**config.mk**
```make
export PLATFORM = sky130hd
export DESIGN_NAME = imem_loader_ctrl_flat
export DESIGN_NICKNAME = d
export VERILOG_FILES = /design/src/rtl/imem_loader_ctrl_pkg.sv /design/src/rtl/imem_loader_ctrl_if.sv /design/src/rtl/imem_loader_ctrl_word_packer.sv /design/src/rtl/imem_loader_ctrl.sv /design/src/flat_wrapper.sv
export SDC_FILE = /design/constraint.sdc
export NUM_CORES = 1
export LEC_CHECK = 0
export ABC_CLOCK_PERIOD_IN_PS = 2750
export CAP_MARGIN = 20
export CORE_ASPECT_RATIO = 0.8
export CORE_UTILIZATION = 41
export CTS_CLUSTER_DIAMETER = 100
export DETAILED_ROUTE_END_ITERATION = 10
export PLACE_DENSITY_LB_ADDON = 0.2
export SETUP_SLACK_MARGIN = 0.15
export SLEW_MARGIN = 20
export SYNTH_ARGS = -nofsm -noshare
export SYNTH_HDL_FRONTEND = slang
export SYNTH_SLANG_ARGS = --single-unit
```
**constraint.sdc**
```tcl
create_clock -name clk -period 2.75 [get_ports clk]
set_clock_uncertainty 0.15 [all_clocks]
set_input_delay 0.825 -clock clk [delete_from_list [all_inputs] [get_ports clk]]
set_output_delay 0.825 -clock clk [all_outputs]
set_load 0.005 [all_outputs]
```
**src/rtl/imem_loader_ctrl_pkg.sv**
```systemverilog
// rtl/imem_loader_ctrl_pkg.sv - shared types and constants for the instruction memory loader
package imem_loader_ctrl_pkg;

    typedef enum logic [2:0] {
        ST_IDLE   = 3'd0,
        ST_LEN_LO = 3'd1,
        ST_LEN_HI = 3'd2,
        ST_LOAD   = 3'd3,
        ST_WRITE  = 3'd4,
        ST_DONE   = 3'd5
    } state_t;

    // Condition code "always", shared with the decode/condition-check logic
    localparam logic [3:0] COND_AL = 4'b1110;

    // MOV R0,R0 with cond AL: what fetch sees while the CPU is frozen
    localparam logic [31:0] DEFAULT_NOP_INST = {COND_AL, 28'h1A00000};

    // Word index to byte address
    function automatic logic [31:0] word_to_byte_addr(input logic [29:0] word_idx);
        return {word_idx, 2'b00};
    endfunction

endpackage

```
**src/rtl/imem_loader_ctrl_if.sv**
```systemverilog
// rtl/imem_loader_ctrl_if.sv - boot stream, fetch and instruction memory port bundle
interface imem_loader_ctrl_if;
    logic [7:0]  rx_data;
    logic        rx_valid;
    logic        rx_ready;
    logic [31:0] fetch_addr;
    logic [31:0] fetch_inst;
    logic [31:0] mem_addr;
    logic [31:0] mem_rdata;
    logic        mem_we;
    logic [31:0] mem_wdata;

    modport slave (
        input  rx_data, rx_valid, fetch_addr, mem_rdata,
        output rx_ready, fetch_inst, mem_addr, mem_we, mem_wdata
    );

    modport master (
        output rx_data, rx_valid, fetch_addr, mem_rdata,
        input  rx_ready, fetch_inst, mem_addr, mem_we, mem_wdata
    );
endinterface

```
**src/rtl/imem_loader_ctrl_word_packer.sv**
```systemverilog
// rtl/imem_loader_ctrl_word_packer.sv - little-endian byte to word assembler
module imem_word_packer (
    input  logic        clk,
    input  logic        rst_n,
    input  logic        clear,
    input  logic        byte_valid,
    input  logic [7:0]  byte_data,
    output logic        word_valid,
    output logic [31:0] word
);

    logic [1:0]  byte_idx;
    logic [23:0] shift_q;

    // The 4th byte completes the word combinationally so the loader can register it directly
    assign word_valid = byte_valid && (byte_idx == 2'd3);
    assign word       = {byte_data, shift_q};

    // Shift in from the top so the first byte ends up in bits [7:0]; index wraps after 4 bytes
    always_ff @(posedge clk or negedge rst_n) begin
        if (!rst_n) begin
            byte_idx <= 2'd0;
            shift_q  <= 24'd0;
        end else if (clear) begin
            byte_idx <= 2'd0;
            shift_q  <= 24'd0;
        end else if (byte_valid) begin
            byte_idx <= byte_idx + 2'd1;
            shift_q  <= {byte_data, shift_q[23:8]};
        end
    end

endmodule

```
**src/rtl/imem_loader_ctrl.sv**
```systemverilog
// rtl/imem_loader_ctrl.sv - boot loader sequencer and instruction memory port mux
module imem_loader_ctrl
    import imem_loader_ctrl_pkg::*;
#(
    parameter int          WORD_AW   = 16,
    parameter int          MAX_WORDS = 65536,
    parameter logic [31:0] NOP_INST  = DEFAULT_NOP_INST
) (
    input  logic               clk,
    input  logic               rst,
    input  logic               start,
    input  logic               abort,
    imem_loader_ctrl_if.slave  bus,
    output logic               cpu_freeze,
    output logic               cpu_rst_req,
    output logic               load_done,
    output logic               load_err,
    output logic [WORD_AW:0]   words_loaded
);

    localparam logic [31:0] MAX_W = 32'(MAX_WORDS);

    state_t            state;
    logic [16:0]       len;
    logic [WORD_AW:0]  word_cnt;
    logic              rx_ready_r;
    logic              mem_we_r;
    logic [31:0]       mem_wdata_r;
    logic              rx_fire;
    logic [16:0]       len_full;
    logic [31:0]       cnt_next;
    logic              pk_clear;
    logic              pk_valid;
    logic              pk_word_valid;
    logic [31:0]       pk_word;
    logic [31:0]       loader_addr;
    logic [31:0]       mem_addr_c;
    logic [31:0]       fetch_inst_c;

    assign rx_fire     = bus.rx_valid && rx_ready_r;
    assign len_full    = {1'b0, bus.rx_data, len[7:0]};
    assign cnt_next    = 32'(word_cnt) + 32'd1;
    assign loader_addr = word_to_byte_addr(30'(word_cnt[WORD_AW-1:0]));

    // Abort drops any partial word; bytes only enter the packer while loading and not aborting
    assign pk_clear = abort || ((state == ST_IDLE) && start);
    assign pk_valid = (state == ST_LOAD) && rx_fire && !abort;

    imem_word_packer u_packer (
        .clk        (clk),
        .rst_n      (rst),
        .clear      (pk_clear),
        .byte_valid (pk_valid),
        .byte_data  (bus.rx_data),
        .word_valid (pk_word_valid),
        .word       (pk_word)
    );

    // Loader sequencer; all strobes and handshakes are registered alongside the state
    always_ff @(posedge clk or negedge rst) begin
        if (!rst) begin
            state       <= ST_IDLE;
            len         <= 17'd0;
            word_cnt    <= '0;
            rx_ready_r  <= 1'b0;
            mem_we_r    <= 1'b0;
            mem_wdata_r <= 32'd0;
            cpu_freeze  <= 1'b0;
            cpu_rst_req <= 1'b0;
            load_done   <= 1'b0;
            load_err    <= 1'b0;
        end else begin
            mem_we_r    <= 1'b0;
            load_done   <= 1'b0;
            cpu_rst_req <= 1'b0;
            if (abort && (state != ST_IDLE)) begin
                state      <= ST_IDLE;
                load_err   <= 1'b1;
                cpu_freeze <= 1'b0;
                rx_ready_r <= 1'b0;
            end else begin
                case (state)
                    ST_IDLE: begin
                        if (start) begin
                            state      <= ST_LEN_LO;
                            load_err   <= 1'b0;
                            word_cnt   <= '0;
                            len        <= 17'd0;
                            cpu_freeze <= 1'b1;
                            rx_ready_r <= 1'b1;
                        end
                    end
                    ST_LEN_LO: begin
                        if (rx_fire) begin
                            len[7:0] <= bus.rx_data;
                            state    <= ST_LEN_HI;
                        end
                    end
                    ST_LEN_HI: begin
                        if (rx_fire) begin
                            len <= len_full;
                            if (len_full == 17'd0) begin
                                state       <= ST_DONE;
                                rx_ready_r  <= 1'b0;
                                load_done   <= 1'b1;
                                cpu_rst_req <= 1'b1;
                            end else if ({15'd0, len_full} > MAX_W) begin
                                state      <= ST_IDLE;
                                load_err   <= 1'b1;
                                cpu_freeze <= 1'b0;
                                rx_ready_r <= 1'b0;
                            end else begin
                                state <= ST_LOAD;
                            end
                        end
                    end
                    ST_LOAD: begin
                        if (pk_word_valid) begin
                            mem_wdata_r <= pk_word;
                            mem_we_r    <= 1'b1;
                            rx_ready_r  <= 1'b0;
                            state       <= ST_WRITE;
                        end
                    end
                    ST_WRITE: begin
                        word_cnt <= word_cnt + {{WORD_AW{1'b0}}, 1'b1};
                        if (cnt_next == {15'd0, len}) begin
                            state       <= ST_DONE;
                            load_done   <= 1'b1;
                            cpu_rst_req <= 1'b1;
                        end else begin
                            state      <= ST_LOAD;
                            rx_ready_r <= 1'b1;
                        end
                    end
                    ST_DONE: begin
                        state      <= ST_IDLE;
                        cpu_freeze <= 1'b0;
                    end
                    default: begin
                        state      <= ST_IDLE;
                        cpu_freeze <= 1'b0;
                        rx_ready_r <= 1'b0;
                    end
                endcase
            end
        end
    end

    // Fetch owns the memory port in IDLE; otherwise the loader drives it and fetch sees a NOP
    always_comb begin
        mem_addr_c   = 32'd0;
        fetch_inst_c = 32'd0;
        if (rst) begin
            if (state == ST_IDLE) begin
                mem_addr_c   = bus.fetch_addr;
                fetch_inst_c = bus.mem_rdata;
            end else begin
                mem_addr_c   = loader_addr;
                fetch_inst_c = NOP_INST;
            end
        end
    end

    assign bus.rx_ready   = rx_ready_r;
    assign bus.mem_we     = mem_we_r;
    assign bus.mem_wdata  = mem_wdata_r;
    assign bus.mem_addr   = mem_addr_c;
    assign bus.fetch_inst = fetch_inst_c;
    assign words_loaded   = word_cnt;

endmodule

```
**src/flat_wrapper.sv**
```systemverilog
// flat-port wrapper written by rule: the top's interface ports become plain ports
module imem_loader_ctrl_flat import imem_loader_ctrl_pkg::*;
#(
    parameter int          WORD_AW   = 16,
    parameter int          MAX_WORDS = 65536,
    parameter logic [31:0] NOP_INST  = DEFAULT_NOP_INST
)
  (clk, rst, start, abort, cpu_freeze, cpu_rst_req, load_done, load_err, words_loaded, bus_rx_data, bus_rx_valid, bus_fetch_addr, bus_mem_rdata, bus_rx_ready, bus_fetch_inst, bus_mem_addr, bus_mem_we, bus_mem_wdata);
  imem_loader_ctrl_if bus_i ();
  input  logic clk;
  input  logic rst;
  input  logic start;
  input  logic abort;
  output logic cpu_freeze;
  output logic cpu_rst_req;
  output logic load_done;
  output logic load_err;
  output logic [WORD_AW:0] words_loaded;
  input wire logic [$bits(bus_i.rx_data)-1:0] bus_rx_data;
  input wire logic [$bits(bus_i.rx_valid)-1:0] bus_rx_valid;
  input wire logic [$bits(bus_i.fetch_addr)-1:0] bus_fetch_addr;
  input wire logic [$bits(bus_i.mem_rdata)-1:0] bus_mem_rdata;
  output wire logic [$bits(bus_i.rx_ready)-1:0] bus_rx_ready;
  output wire logic [$bits(bus_i.fetch_inst)-1:0] bus_fetch_inst;
  output wire logic [$bits(bus_i.mem_addr)-1:0] bus_mem_addr;
  output wire logic [$bits(bus_i.mem_we)-1:0] bus_mem_we;
  output wire logic [$bits(bus_i.mem_wdata)-1:0] bus_mem_wdata;
  assign bus_i.rx_data = bus_rx_data;
  assign bus_i.rx_valid = bus_rx_valid;
  assign bus_i.fetch_addr = bus_fetch_addr;
  assign bus_i.mem_rdata = bus_mem_rdata;
  assign bus_rx_ready = bus_i.rx_ready;
  assign bus_fetch_inst = bus_i.fetch_inst;
  assign bus_mem_addr = bus_i.mem_addr;
  assign bus_mem_we = bus_i.mem_we;
  assign bus_mem_wdata = bus_i.mem_wdata;
  imem_loader_ctrl #(.WORD_AW(WORD_AW), .MAX_WORDS(MAX_WORDS), .NOP_INST(NOP_INST)) u_core (.clk(clk), .rst(rst), .start(start), .abort(abort), .bus(bus_i), .cpu_freeze(cpu_freeze), .cpu_rst_req(cpu_rst_req), .load_done(load_done), .load_err(load_err), .words_loaded(words_loaded));
endmodule
```
==> run summary <==
Clock transition at path regs = 0.08 ns
IO Count = 196
Largest cells by area after synthesis = dfrtp_1, mux2_2, nand2_1
Nets = 898
Multiplexer area fraction after synthesis = 7.28%
# clock sinks = 99
Max VDD drop = 0.000436 V
Cell taking the most area after synthesis = dfrtp_1
Vias in the first global route = 5537
Slew @ Worst Pin = 0.965 ns
Synth Area in Adders = 0.463%
Switching power = 2.26 mW
Fin crit share = 99.3%
Hold WS = 0.140 ns
# setup viols final = 0
Max-cap violations = 0
R2R Path Start = u_core.words_loaded[5]$_DFFE_PN0P_
Total power = 6.13 mW
Synthesized netlist cell count = 579
Number of synthesized flops with an enable pin = 0
Initial Util = 42.0%
WP data arrival = 1.76 ns
Finished Core Util = 68.2%
Post-synth ARST share = 100%
Area delta synth->final = 62.5%
DRT Wirelength = 17.6 mm
Seq/Total Area, Yosys = 45.9%
TritonCTS clock tree = yes
Area of the core = 12900 um2
Avg WL per Cell = 17.7 um
DRC = 0
Mapped Area = 5400 um2
Crit path capture type = output port
TritonRoute pass-1 iters = 4
Post-synth top cells = dfrtp_1, nand2_1, and3_1, o21ai_0
Die area = 13600 um2
Synth top area share = 45.9%
DRT iter0 DRCs = 334
Reg power frac = 29.5%
Setup CP Type = register to output port
Layout Cells excl Fill = 999
Worst-path fanout max = 7
DP HPWL = 12.2 mm
Root Buffer = clkbuf_16
Total CTS buffers = 9
Gpl congestion = 0.852
Cells on worst reg2reg path = 7
Simple-gate share of the synthesized area = 22.2%
Die Y = 105 um
Worst skew pair latency = 0.35 ns
Rel. slew slack = 35.7%
Initial antenna violation count = 0
Row Count = 37
#FFs+latches synth = 99
Placed insts = 959
Via count = 5435
Reg-to-reg slack, setup = 0.14 ns
Clk buf depth = 2
Global route overflow = 0
Via/cell ratio = 5.44
Pint = 3.87 mW
Xor-xnor portion of the synthesized cell area = 2.92%
Die width = 130 um
RSZ-0062 raised after global routing = true
Ant. Diodes = 0
Yosys cell types = 54
Largest net degree at the start of global routing = 80
PwrDens = 699 nW/um2
Clock power share = 21.1%
Htree depth = 3
Worst Path Required = 1.78 ns
First-pass GRT wire length = 27.7 mm
Fillers = 999
Total track usage = 26.1%
Layout cell share with drive strength beyond 1 = 33.4%
Status = finished clean
Setup TNS = 0 ns
Final Hold Fails = 0
Mapped Nets = 658
PortBufs = 195
Worst setup startpoint = u_core.state[0]$_DFFE_PN0P_
Largest family of logic cells by synthesized area = simple AND/OR/NAND/NOR gates
Primary FF master, synth = dfrtp_1
Min cycle time layout = 2.73 ns
Switching Share = 36.9%
Register area = 2480 um2
Worst r2r dst = u_core.bus.rx_ready$_DFFE_PN0P_
Count leader, synth = dfrtp_1
Max Clock Freq = 366 MHz
Lkg Pwr = 4.12 nW
Final Max Tran Viols = 0
Worst min-delay path class = input port to asynchronous set/reset pin
Compound-Gate Fraction of Synth Area = 17.0%
Worst Setup Start Kind = register
Combinational Power Share = 49.4%
Area of the multi-input gates = 3070 um2
Ys Warns = 0
Final ANT Viol Nets = 0
Post-Syn Area per Cell = 9.33 um2
[through the flow]
step	worst slack (ns)	instance area [um2]
3_5_place_dp	-0.351	7910
6_report	0.0181	8770
4_1_cts	-0.0187	8320
3_3_place_gp	-0.304	7910
2_1_floorplan	0.171	5420
5_1_grt	-0.0532	8770
[power by group through the flow]
stage | clock network (mW) | logic [mW] | registers (mW)
finish | 1.29 | 3.03 | 1.81
global route | 1.38 | 3.24 | 1.83
CTS | 1.31 | 2.52 | 1.80
detailed placement | 0 | 2.14 | 1.83
global placement | 0 | 2.08 | 1.82
floorplan | 0 | 1.19 | 1.77
[critical path: stages, from the launching register on]
cell and delay (ns):
dfrtp_2 0.44, nor3_4 0.27, buf_6 0.14, buf_12 0.13
clkbuf_16 0.15, and3_4 0.18, buf_6 0.09
[logic make-up (layout without fill, tap and decap cells)]
family	Yosys count	after routing
XOR/XNOR	18	18
AND/OR/NAND/NOR	235	235
flip-flops	99	99
AO/OA/AOI/OAI	134	134
multiplexers	35	35
adder cells (fa/ha/maj)	2	2
buffers and inverters	56	301
[per-layer routing]
layer | routed length, um | vias up | GRT usage (%)
met5 | 0 | - | 0
met4 | 233 | 0 | 6.56
met3 | 908 | 19 | 5.68
met2 | 8960 | 179 | 44.6
met1 | 7540 | 2691 | 33.1
li1 | - | 2546 | -
[cells in the final DEF, fill, tap and decap left out, types with 3 or more instances in the layout]
cell | netlist | final
clkinv_8 | 0 | 3
and2_1 | 3 | 3
buf_4 | 5 | 64
and3_1 | 45 | 18
nor2_1 | 29 | 28
clkbuf_16 | 0 | 12
buf_16 | 0 | 4
o21ai_0 | 42 | 41
a21boi_1 | 0 | 8
o21a_1 | 7 | 7
nand2_2 | 0 | 6
xor2_1 | 6 | 6
nand2_1 | 93 | 77
clkdlybuf4s50_1 | 0 | 130
nor3_1 | 5 | 4
nand3_1 | 19 | 18
inv_1 | 7 | 7
o31ai_1 | 7 | 7
nand4_1 | 4 | 4
inv_6 | 0 | 3
nand2b_1 | 5 | 5
dfrtp_1 | 99 | 94
buf_6 | 0 | 32
buf_12 | 0 | 7
and3_4 | 0 | 27
dfrtp_2 | 0 | 5
buf_2 | 4 | 36
xnor2_1 | 12 | 11
mux2_2 | 34 | 33
a22o_1 | 27 | 27
nand2_4 | 0 | 10
nor4_4 | 1 | 4
a31oi_1 | 4 | 3
nor4_1 | 8 | 7
a21boi_2 | 0 | 8
a21oi_1 | 12 | 11
nor2b_1 | 6 | 6
[how the worst max path moves through the flow]
stage                                                     to  cells after the start  slack (ns)
after floorplan                             bus_mem_addr[10]                      6        0.17
after global placement    u_core.words_loaded[3]$_DFFE_PN0P_                      6       -0.30
after detailed placement                    bus_mem_addr[17]                      4       -0.35
after CTS                                 bus_fetch_inst[22]                      6       -0.02
after global routing                        bus_mem_addr[29]                      6       -0.05
final                                       bus_mem_addr[29]                      6        0.02
[sequential cells by signal (all words and copies together) (netlist names)]
| name | flops |
|---|---|
| u_core.bus.mem_wdata | 32 |
| u_core.bus.mem_we | 1 |
| u_core.bus.rx_ready | 1 |
| u_core.cpu_freeze | 1 |
| u_core.cpu_rst_req | 1 |
| u_core.len | 16 |
| u_core.load_err | 1 |
| u_core.state | 3 |
| u_core.u_packer.byte_idx | 2 |
| u_core.u_packer.shift_q | 24 |
| u_core.words_loaded | 17 |
[timing repair]
action,4_1_cts,5_1_grt
endpoints found under the setup margin,81,67
endpoints found under the hold margin,0,0
setup buffers,10,7
gates resized for setup,230,160
hold buffers,0,0
cloned,4,3
pin swaps,6,47
[cell type report]
| type | instances | share of cell area [%] |
|---|---|---|
| clock inverters | 7 | 0.956 |
| repair buffers | 278 | 30.4 |
| well taps | 175 | 2.50 |
| inverters | 7 | 0.299 |
| flip-flops and latches | 99 | 28.3 |
| clock buffers | 9 | 2.57 |
| multi-input cells | 424 | 35.0 |
No activity file was read; power rests on OpenSTA's default activity.
